$ cat src/rtl/display_scheduler.sv
// display_scheduler: arbitrates menu/game/message frames and scans them onto a 4-digit 7-segment display
module display_scheduler #(
  parameter int SCAN_DIV   = 27000,
  parameter int BLANK_CYC  = 270,
  parameter int MSG_FRAMES = 500
) (
  input  logic        clk,
  input  logic        rst_n,
  input  logic [2:0]  presente,
  input  logic [27:0] menu_disp,
  input  logic [27:0] game_disp,
  input  logic [27:0] msg_disp,
  input  logic        msg_req,
  output logic        msg_ack,
  output logic        msg_busy,
  output logic [6:0]  seg,
  output logic [3:0]  an,
  output logic [1:0]  src_sel
);
  localparam int CW = $clog2(SCAN_DIV);
  localparam int FW = $clog2(MSG_FRAMES + 1);
  logic [CW-1:0] cnt;
  logic [1:0]    digit;
  logic [27:0]   frame_buf, msg_buf, sel_frame, fb_nxt;
  logic [FW-1:0] fcnt;
  logic [1:0]    sel;
  logic          boundary, wrap, expire, busy_eff, lit, grant, off;
  // Source arbitration and next frame; an expiring message yields at the same boundary
  always_comb begin
    off       = presente == 3'd0 || presente > 3'd5;
    wrap      = cnt == CW'(SCAN_DIV - 1);
    boundary  = cnt == '0 && digit == 2'd0;
    expire    = msg_busy && boundary && fcnt == FW'(MSG_FRAMES);
    busy_eff  = msg_busy && !expire;
    sel       = off ? 2'd0 : busy_eff ? 2'd3 : presente == 3'd3 ? 2'd2 : 2'd1;
    sel_frame = sel == 2'd3 ? msg_buf : sel == 2'd2 ? game_disp : sel == 2'd1 ? menu_disp : '0;
    fb_nxt    = boundary ? sel_frame : frame_buf;
    lit       = cnt < CW'(SCAN_DIV - BLANK_CYC);
    grant     = !msg_busy && msg_req && presente != 3'd0;
  end
  assign msg_ack = rst_n && grant;
  // Scan counters, frame snapshot and registered digit drive
  always_ff @(posedge clk or negedge rst_n) begin
    if (!rst_n) begin
      cnt       <= '0;
      digit     <= '0;
      frame_buf <= '0;
      src_sel   <= '0;
      seg       <= '0;
      an        <= '0;
    end else begin
      cnt       <= wrap ? '0 : cnt + 1'b1;
      digit     <= wrap ? digit + 1'b1 : digit;
      frame_buf <= fb_nxt;
      src_sel   <= boundary ? sel : src_sel;
      seg       <= lit ? fb_nxt[7*digit +: 7] : '0;
      an        <= lit ? 4'b0001 << digit : '0;
    end
  end
  // Message grant, lifetime counting and release
  always_ff @(posedge clk or negedge rst_n) begin
    if (!rst_n) begin
      msg_busy <= 1'b0;
      msg_buf  <= '0;
      fcnt     <= '0;
    end else if (grant) begin
      msg_busy <= 1'b1;
      msg_buf  <= msg_disp;
      fcnt     <= '0;
    end else if (msg_busy) begin
      msg_busy <= !(presente == 3'd0 || expire);
      fcnt     <= boundary ? fcnt + 1'b1 : fcnt;
    end
  end
endmodule

$ cat config.mk
export PLATFORM = sky130hd
export DESIGN_NAME = display_scheduler
export DESIGN_NICKNAME = d
export VERILOG_FILES = /design/src/rtl/display_scheduler.sv
export SDC_FILE = /design/constraint.sdc
export NUM_CORES = 1
export LEC_CHECK = 0
export BUFFER_PORTS_ARGS = -buffer_cell sky130_fd_sc_hd__buf_2
export CAP_MARGIN = 20
export CORE_UTILIZATION = 35
export DETAILED_ROUTE_END_ITERATION = 10
export PLACE_DENSITY = 0.6
export SLEW_MARGIN = 20
export SYNTH_ARGS = -nofsm -noshare
export SYNTH_HDL_FRONTEND = slang
export SYNTH_SLANG_ARGS = --single-unit
$ cat constraint.sdc
create_clock -name clk -period 2.5 [get_ports clk]
set_clock_uncertainty 0.05 [all_clocks]
set_input_delay 0.25 -clock clk [delete_from_list [all_inputs] [get_ports clk]]
set_output_delay 0.25 -clock clk [all_outputs]
set_load 0.01 [all_outputs]
* After elaboration in Yosys (flattened, before gate mapping)
Index checks and enable logic that the tools add are counted.
** Cells by class
- Add/subtract/negate cells :: 3
- Multipliers :: 1
- $lt $le $gt $ge :: 2
- Eq/ne operators :: 6
- Shift operators :: 2
- Mux-type cells :: 15
- Reductions and logical operators :: 19
** Operator list (number)
- $mux W28 :: 4
- $shiftx A28 B6 Y7 :: 1
- $mux W9 :: 3
- $add A15 B1 Y15 const B :: 1
- $eq A15 B15 Y1 const B :: 1
- $logic_not A15 Y1 :: 1
- $lt A15 B15 Y1 const B :: 1
- $mux W15 :: 1
- $add A9 B1 Y9 const B :: 1
- $eq A9 B9 Y1 const B :: 1
- $logic_and A1 B1 Y1 :: 7
- $mux W7 :: 1
- $mux W2 :: 3
- $mul A3 B2 Y5 const A :: 1
- $eq A2 B2 Y1 const B :: 2
- $mux W4 :: 1
- $reduce_bool A2 Y1 :: 2
- $shl A1 B2 Y4 const A :: 1
- $eq A3 B2 Y1 const B :: 1
- $gt A3 B3 Y1 const B :: 1
- $logic_not A1 Y1 :: 3
- $logic_not A3 Y1 :: 1
- $reduce_bool A3 Y1 :: 1
- $add A2 B1 Y2 const B :: 1
- other kinds (5) :: 7
** Word-level totals
- Register bits after elaboration :: 96
- Input bits :: 90
- Output and inout port bits :: 15
- Logic and storage cells :: 57

* Longest topological paths before layout
Gate-level depths: netlist (run 1).
- Word-level depth :: 15
- Gate-level depth with buffers :: 10
- Mapped depth without buffers :: 8

* Worst setup path before layout (run 1)
OpenSTA, ideal clock, no wires.
- Kind :: register to register
- From :: register digit[0]
- To :: register fcnt[8]
- Library setup time :: 0.078 ns
- Arrival :: 2.024 ns
- Data required time :: 2.372 ns
- Setup slack :: 0.348 ns
- Cell stages (with the launch flop) :: 10
- Path buffers :: 1
- Clock period less this slack :: 2.152 ns
- Cell sequence :: dfrtp_1 clkinv_1 ha_1 nor4b_4 and4_1 buf_4 and2_4 nand4_4 or3_1 a21oi_1
** On the way
- Cells in the longest elaborated chain, start to end :: 4
** Ends and longest elaborated chain
- from (decl) :: line 23 : logic [1:0] digit;
- from (signal assigned) :: line 53 : digit <= wrap ? digit + 1'b1 : digit;
- $logic_not A2 Y1 :: line 32 : boundary = cnt == '0 && digit == 2'd0;
- $logic_and A1 B1 Y1 :: line 32
- $reduce_bool A2 Y1 (no line)
- $reduce_and A2 Y1 (no line)
- to (signal assigned) :: line 72 : fcnt <= boundary ? fcnt + 1'b1 : fcnt;
- to (decl) :: line 25 : logic [FW-1:0] fcnt;
No other way between the ends.
A chain may end at the register's enable or synchronous reset.

* Worst setup path after layout (run 1)
- From :: register cnt[0]
- To :: register seg[6]
** On the way
- Cells in the longest elaborated chain, start to end :: 15
- Elaborated cells between the ends (all ways) :: 18
- Those cells by class :: order compare (1); eq/ne (3); shift (1); mux (7); reduce/logical (6)
** Ends and longest elaborated chain
- from (decl) :: line 22 : logic [CW-1:0] cnt;
- from (signal assigned) :: line 52 : cnt <= wrap ? '0 : cnt + 1'b1;
- $logic_not A15 Y1 (*) :: line 32
- $logic_and A1 B1 Y1 (*) :: line 32
- $logic_and A1 B1 Y1 (2 in series) :: line 33 : expire = msg_busy && boundary && fcnt == FW'(MSG_FRAMES);
- $logic_not A1 Y1 :: line 34 : busy_eff = msg_busy && !expire;
- $logic_and A1 B1 Y1 :: line 34
- $mux W2 (2 in series) :: line 35 : sel = off ? 2'd0 : busy_eff ? 2'd3 : presente == 3'd3 ? 2'd2 : 2'd1;
- $eq A2 B1 Y1 :: line 36 : sel_frame = sel == 2'd3 ? msg_buf : sel == 2'd2 ? game_disp : sel == 2'd1 ? menu_disp : '0;
- $mux W28 (3 in series) :: line 36
- $mux W28 (*) :: line 37 : fb_nxt = boundary ? sel_frame : frame_buf;
- net fb_nxt[20] :: line 24 : logic [27:0] frame_buf, msg_buf, sel_frame, fb_nxt;
- $shiftx A28 B6 Y7 (*) :: line 56 : seg <= lit ? fb_nxt[7*digit +: 7] : '0;
- $mux W7 (*) :: line 56
- to (signal assigned) :: line 56
- to (decl) :: line 16 : output logic [6:0] seg,
The timed path passes the listed nets; every way through them passes the cells marked *.

==> flow_summary.yaml, run 1 <==
clocking:
  cts-root-buf: "clkbuf_16"
  post_cts_buffers: 0
  numClockSinks: 96
  numCtsBuffers: 9
  cts.path.max_buffers: 2
  h-tree-depth: 3
  clock_latency_ns: 0.34
  cts_tree: "done"
  clk_pin_slew_ns: 0.07
power_and_ir_drop:
  p_per_area_nw_per_um2: 602
  leakagePower_uw: 0.00282
  seq_power_share_pct: 49.3
  internal_power_uw: 2750
  power_frac_comb_pct: 15.4
  p_sw_share_pct: 25.6
  clock_power_share_pct: 35.3
  p_sw_uw: 944
  ir_drop_uv: 260
timing:
  slew_headroom_pct: 67.9
  worst_pin_slew_ns: 0.482
  min_period_over_period_pct: 90.0
  grt_setup_unrepaired: "false"
  finalSetupViolations: 0
  finalSetupTns_ns: 0
  hold_viol: 0
  layout_min_cycle_time_ns: 2.25
  max_freq_ghz: 0.444
  maxSlewViolCount: 0
  whs_ns: 0.0821
die:
  start_util_pct: 36.4
  std_cell_rows: 43
  coreArea_um2: 14000
  die_y_um: 123
  die_area_um2: 15100
  die_w_um: 123
  io_pins: 105
routing:
  drt-vias-per-instance: 5.27
  vias: 4118
  drt_wl_total_um: 12400
  drtPass1Iterations: 4
  ant_nets: 0
  dr.first_iter.drc_count: 313
  drc_errors: 0
  wl_per_cell_um: 15.8
flow_run:
  max-cap-violations: 0
placed_design:
  hpwl_um: 9120
  io_buffers: 104
  place_congestion: 0.821
  dp.cells: 765
  place_area_um2: 5830
worst_setup_path:
  cp-endpoint: "seg[6]"
  cp-start-kind: "flip-flop"
  reg2reg_slack_ns: 0.25
  r2r-end: "seg[6]"
  worstPathMaxFanout: 23
  cp-end-kind: "flip-flop"
  r2r-start: "cnt[0]"
  startpoint: "cnt[0]"
  required_ns: 2.69
  critical_path_class: "flip-flop to flip-flop"
  ff2ff_path_depth: 9
  arrival_ns: 2.44
synthesis:
  synth.yosys.seq_area_share_pct: 47.0
  ys_types: 53
  syn-cell-area_um2: 5110
  syn-num-nets: 599
  synth_cells: 501
  yosys_warnings: 0
  avgSynthCellArea_um2: 10.2
  synth-seq-cells: 96
global_routing:
  antenna_found_initial: 0
  grt_pass1_vias: 3953
  grt_max_degree: 83
  grt_pass1_wl_um: 19900
  gr-total-overflow: 0
  grt.total_usage_pct: 17.1
layout:
  num-fill-cells: 1339
  stdcell_area_um2: 6130
  instances_no_fill: 781
  area_growth_pct: 19.8
  drive_above_1_share_pct: 30.8
  finalNetCount: 695
  final_cell_mix: "buf_2, dfrtp_1, nand2_1, nor2_1, mux2_2"
  fin_util_pct: 43.6
  final_common_cell: "buf_2"
  diodes: 0
run_status:
  status: "finished, final reports clean"
hold_path:
  hp-class: "input port to flip-flop"
## registers in the layout, summed over array words and instances (netlist names)
| register | flops |
|---|---|
| frame_buf | 28 |
| msg_buf | 28 |
| cnt | 15 |
| fcnt | 9 |
| seg | 7 |
| an | 4 |
| digit | 2 |
| src_sel | 2 |
| msg_busy | 1 |
## through the flow
stage / power, uW / worst slack (ns)
after global placement: 2400 / 0.204
after detailed placement: 2420 / 0.172
after CTS: 3740 / 0.146
final: 3690 / 0.250
after global routing: 3880 / 0.0683
after floorplan: 2180 / 0.348
## how the worst min path moves through the flow
stage	start	end	slack [ns]	cells past startpoint
finish	msg_disp[6]	msg_buf[6]	0.08	2
global route	msg_disp[20]	msg_buf[20]	0.08	2
CTS	msg_disp[6]	msg_buf[6]	0.07	2
detailed placement	rst_n	cnt[8]	0.09	1
global placement	rst_n	cnt[6]	0.08	1
floorplan	rst_n	an[0]	-0.1	0
## power groups by stage
| stage | clock network [uW] | registers (uW) | logic, uW |
|---|---|---|---|
| 2_1_floorplan | 0 | 1830 | 360 |
| 6_report | 1300 | 1820 | 567 |
| 3_3_place_gp | 0 | 1850 | 555 |
| 3_5_place_dp | 0 | 1850 | 571 |
| 4_1_cts | 1340 | 1820 | 573 |
| 5_1_grt | 1410 | 1840 | 629 |
## kinds of logic (layout without fill, tap and decap cells)
group | Yosys count | count (layout) | share of synthesized area, %
AOI/OAI and AO/OA | 113 | 113 | 14.1
and+or+nand+nor | 153 | 153 | 15.5
xor gates and xnor gates | 18 | 18 | 3.08
buffers and inverters | 45 | 145 | 4.16
muxes | 68 | 68 | 14.2
DFF | 96 | 96 | 47.0
adders and majority gates | 8 | 8 | 1.96
## critical path, cell delays in order, from the launching register on
cell and delay, ns:
dfrtp_1 0.42, inv_1 0.08, ha_1 0.16, nor4b_4 0.23, and4_1 0.25, buf_4 0.27
nor2_1 0.06, a21oi_1 0.26, o21ai_0 0.13, a311oi_1 0.23
## synthesized netlist by cell type, drive strengths merged
library cell | instances | share of area (%)
a21oi | 20 | 2.1
dfrtp | 96 | 47
a311oi | 1 | 0.17
o22ai | 15 | 1.8
clkbuf | 16 | 1.2
nor3 | 10 | 0.98
nand2b | 2 | 0.24
and4 | 2 | 0.34
ha | 8 | 2.0
nor2 | 42 | 3.1
a31oi | 6 | 0.73
a32oi | 8 | 1.4
clkinv | 1 | 0.073
o21a | 5 | 0.73
o211ai | 4 | 0.59
nand4b | 4 | 0.68
inv | 8 | 0.59
o21ai | 39 | 4.0
and2 | 6 | 0.78
or2 | 1 | 0.12
nor4b | 3 | 1.1
xor2 | 11 | 1.9
a31o | 1 | 0.17
nor3b | 1 | 0.15
mux2 | 36 | 7.9
mux2i | 32 | 6.3
or3 | 5 | 0.61
nand2 | 46 | 3.4
nor2b | 1 | 0.12
nand3 | 16 | 1.6
nand4 | 8 | 1.3
and3 | 2 | 0.24
o31ai | 3 | 0.44
buf | 20 | 2.3
o32ai | 1 | 0.17
o2111ai | 2 | 0.34
nor4 | 3 | 0.66
o211a | 1 | 0.20
a21o | 3 | 0.44
xnor2 | 7 | 1.2
nand3b | 1 | 0.15
a211oi | 4 | 0.78
## what timing repair did
item / in CTS / in global routing
setup endpoints to repair: 0 / 2
gates resized for setup: 0 / 1
hold endpoints to repair: 14 / 0
hold buffers: 1 / 0
## metal layers
| layer | up-vias | track usage, % | part of all wire [%] |
|---|---|---|---|
| met1 | 2006 | 24.2 | 47 |
| li1 | 1993 | - | - |
| met3 | 5 | 3.18 | 5.5 |
| met4 | 0 | 4.80 | 0.94 |
| met2 | 114 | 26.8 | 46 |
| met5 | - | 0 | 0 |
## layout make-up
class / count / area (um^2) / area share [%]
Tap cell: 180 / 225 / 3.68
Sequential cell: 96 / 2400 / 39.2
Clock buffer: 12 / 256 / 4.19
Timing Repair Buffer: 121 / 678 / 11.1
Inverter: 9 / 33.8 / 0.551
Clock inverter: 3 / 25.0 / 0.408
Multi-Input combinational cell: 360 / 2510 / 40.9
(Power assumes the default switching activity.)
==> run 2: changes to the inputs <==
CELL_PAD_IN_SITES_DETAIL_PLACEMENT = 1   (was unset)
CELL_PAD_IN_SITES_GLOBAL_PLACEMENT = 2   (was unset)
GPL_TIMING_DRIVEN = 0   (was unset)
PLACE_DENSITY = 0.86   (was 0.6)
==> run 2 against run 1 <==
Largest cell class unchanged. Maximum frequency decreased by 5.6%. Hold slack got worse by 0.0080 ns. Die area unchanged. Clock-buffer cell count decreased by 1. Via count rose by 3.1%.
==> flow_summary.yaml, run 2 (synthesis results as in run 1) <==
layout:
  final_common_cell: "buf_2"
  final_cell_mix: "buf_2, dfrtp_1, nand2_1, nor2_1, mux2_2"
  register_area_um2: 2400
  finalNetCount: 722
  reg_top3: "frame_buf x28, msg_buf x28, cnt x15"
  diodes: 0
  num-fill-cells: 1641
  stdcell_area_um2: 6300
  area_growth_pct: 23.3
  drive_above_1_share_pct: 33.2
  multi_input_area_um2: 2520
worst_setup_path:
  ff2ff_path_depth: 10
  cp-end-kind: "flip-flop"
  worst-path-stages: 10
  critPathSlowestCell: "dfrtp_2"
  path_cells: "clkinv_4 -> ha_2 -> nor4b_4 -> buf_4 -> nand4_1 -> clkbuf_2 -> nand2_1 -> o2111ai_1 -> nand4b_1 -> nand3_1"
  crit_path_max_incr_delay_ns: 0.44
  crit_buf_inv: 3
  startpoint: "digit[0]"
  r2r-start: "digit[0]"
  arrival_ns: 2.55
  cp-start-kind: "flip-flop"
  r2r-end: "seg[5]"
  critical_path_class: "flip-flop to flip-flop"
  cp-endpoint: "seg[5]"
  cpLargestDelayFamily: "simple AND/OR/NAND/NOR gates"
  required_ns: 2.67
  reg2reg_slack_ns: 0.12
  worstPathMaxFanout: 10
clocking:
  cts-root-buf: "clkbuf_16"
  numCtsBuffers: 9
  cts_tree: "done"
  numClockSinks: 96
  cts.path.max_buffers: 2
  h-tree-depth: 3
  clock_latency_ns: 0.35
  clk_pin_slew_ns: 0.07
die:
  die_w_um: 123
  die_y_um: 123
  io_pins: 105
  start_util_pct: 36.4
  coreArea_um2: 14000
  die_area_um2: 15100
  std_cell_rows: 43
global_routing:
  grt_pass1_wl_um: 22600
  grt_pass1_vias: 4363
  antenna_found_initial: 0
  grt.total_usage_pct: 20.0
  grt_max_degree: 73
  gr-total-overflow: 0
routing:
  drt-vias-per-instance: 5.25
  vias: 4247
  drt_wl_total_um: 14300
  dr.first_iter.drc_count: 194
  met3_length_um: 575
  drtPass1Iterations: 4
  top_layer_used: "met4"
  wl_per_cell_um: 17.7
  wl_met1_um: 6560
  dr_wl_met2_um: 6890
  drc_errors: 0
  ant_nets: 0
timing:
  whs_ns: 0.0741
  hold_viol: 0
  worst_pin_slew_ns: 0.772
  finalSetupViolations: 0
  setup_ws_ns: 0.115
  layout_min_cycle_time_ns: 2.38
  finalSetupTns_ns: 0
  slew_headroom_pct: 48.1
  max_freq_ghz: 0.419
  maxSlewViolCount: 0
  min_period_over_period_pct: 95.4
power_and_ir_drop:
  leakagePower_uw: 0.00292
  p_per_area_nw_per_um2: 604
  ir_drop_uv: 344
  power_uw: 3810
hold_path:
  hp-class: "input port to flip-flop"
placed_design:
  hpwl_um: 10900
  pre_cts_slack_ns: -0.349
  io_buffers: 104
  place_area_um2: 5890
  place_congestion: 0.813
flow_run:
  max-cap-violations: 0
run_status:
  status: "finished, final reports clean"
[run 2: repair_timing]
item | in CTS | in global routing
resized for setup | 10 | 7
setup buffers | 4 | 5
hold buffers | 1 | 0
endpoints found under the hold margin | 24 | 0
endpoints found under the setup margin | 16 | 10
pin swaps | 4 | 3
[run 2: power by group]
group,switching (uW),internal [uW]
Combinational,302,292
Sequential,94.4,1730
Clock,587,801
[run 2: layout make-up]
class | count | share of cell area (%)
Multi-Input combinational cell | 360 | 40.0
Sequential cell | 96 | 38.1
Timing Repair Buffer | 115 | 10.0
Clock buffer | 11 | 3.85
Tap cell | 180 | 3.57
Buffer | 33 | 2.92
Clock inverter | 5 | 0.893
Inverter | 9 | 0.615
[run 2: metrics by stage]
step | std cells | util (%)
floorplan | 501 | -
global placement | 785 | 41.7
detailed placement | 786 | 42.0
CTS | 806 | 44.5
global route | 809 | 44.9
finish | 809 | 44.9
[run 2: how the worst min path moves through the flow]
stage | from | slack [ns] | depth (start not counted) | endpoint
final | msg_disp[23] | 0.07 | 2 | msg_buf[23]
after global routing | msg_disp[1] | 0.07 | 2 | msg_buf[1]
after CTS | msg_disp[11] | 0.06 | 2 | msg_buf[11]
after detailed placement | rst_n | 0.08 | 1 | cnt[0]
after global placement | frame_buf[13] | 0.41 | 1 | frame_buf[13]
after floorplan | rst_n | -0.1 | 0 | an[0]
[run 2: per-layer routing]
layer	vias to the layer above	global-route usage (%)
li1	2053	-
met1	2080	26.0
met2	97	32.9
met3	17	3.60
met4	0	8.46
met5	-	0
[run 2: worst register-to-register path: cells and delay by family, from the launching register on]
kind / cells / cell delay (ns)
and+or+nand+nor: 5 / 0.83
buffers and inverters: 3 / 0.56
DFF: 1 / 0.44
adders and majority gates: 1 / 0.20
AOI/OAI and AO/OA: 1 / 0.17
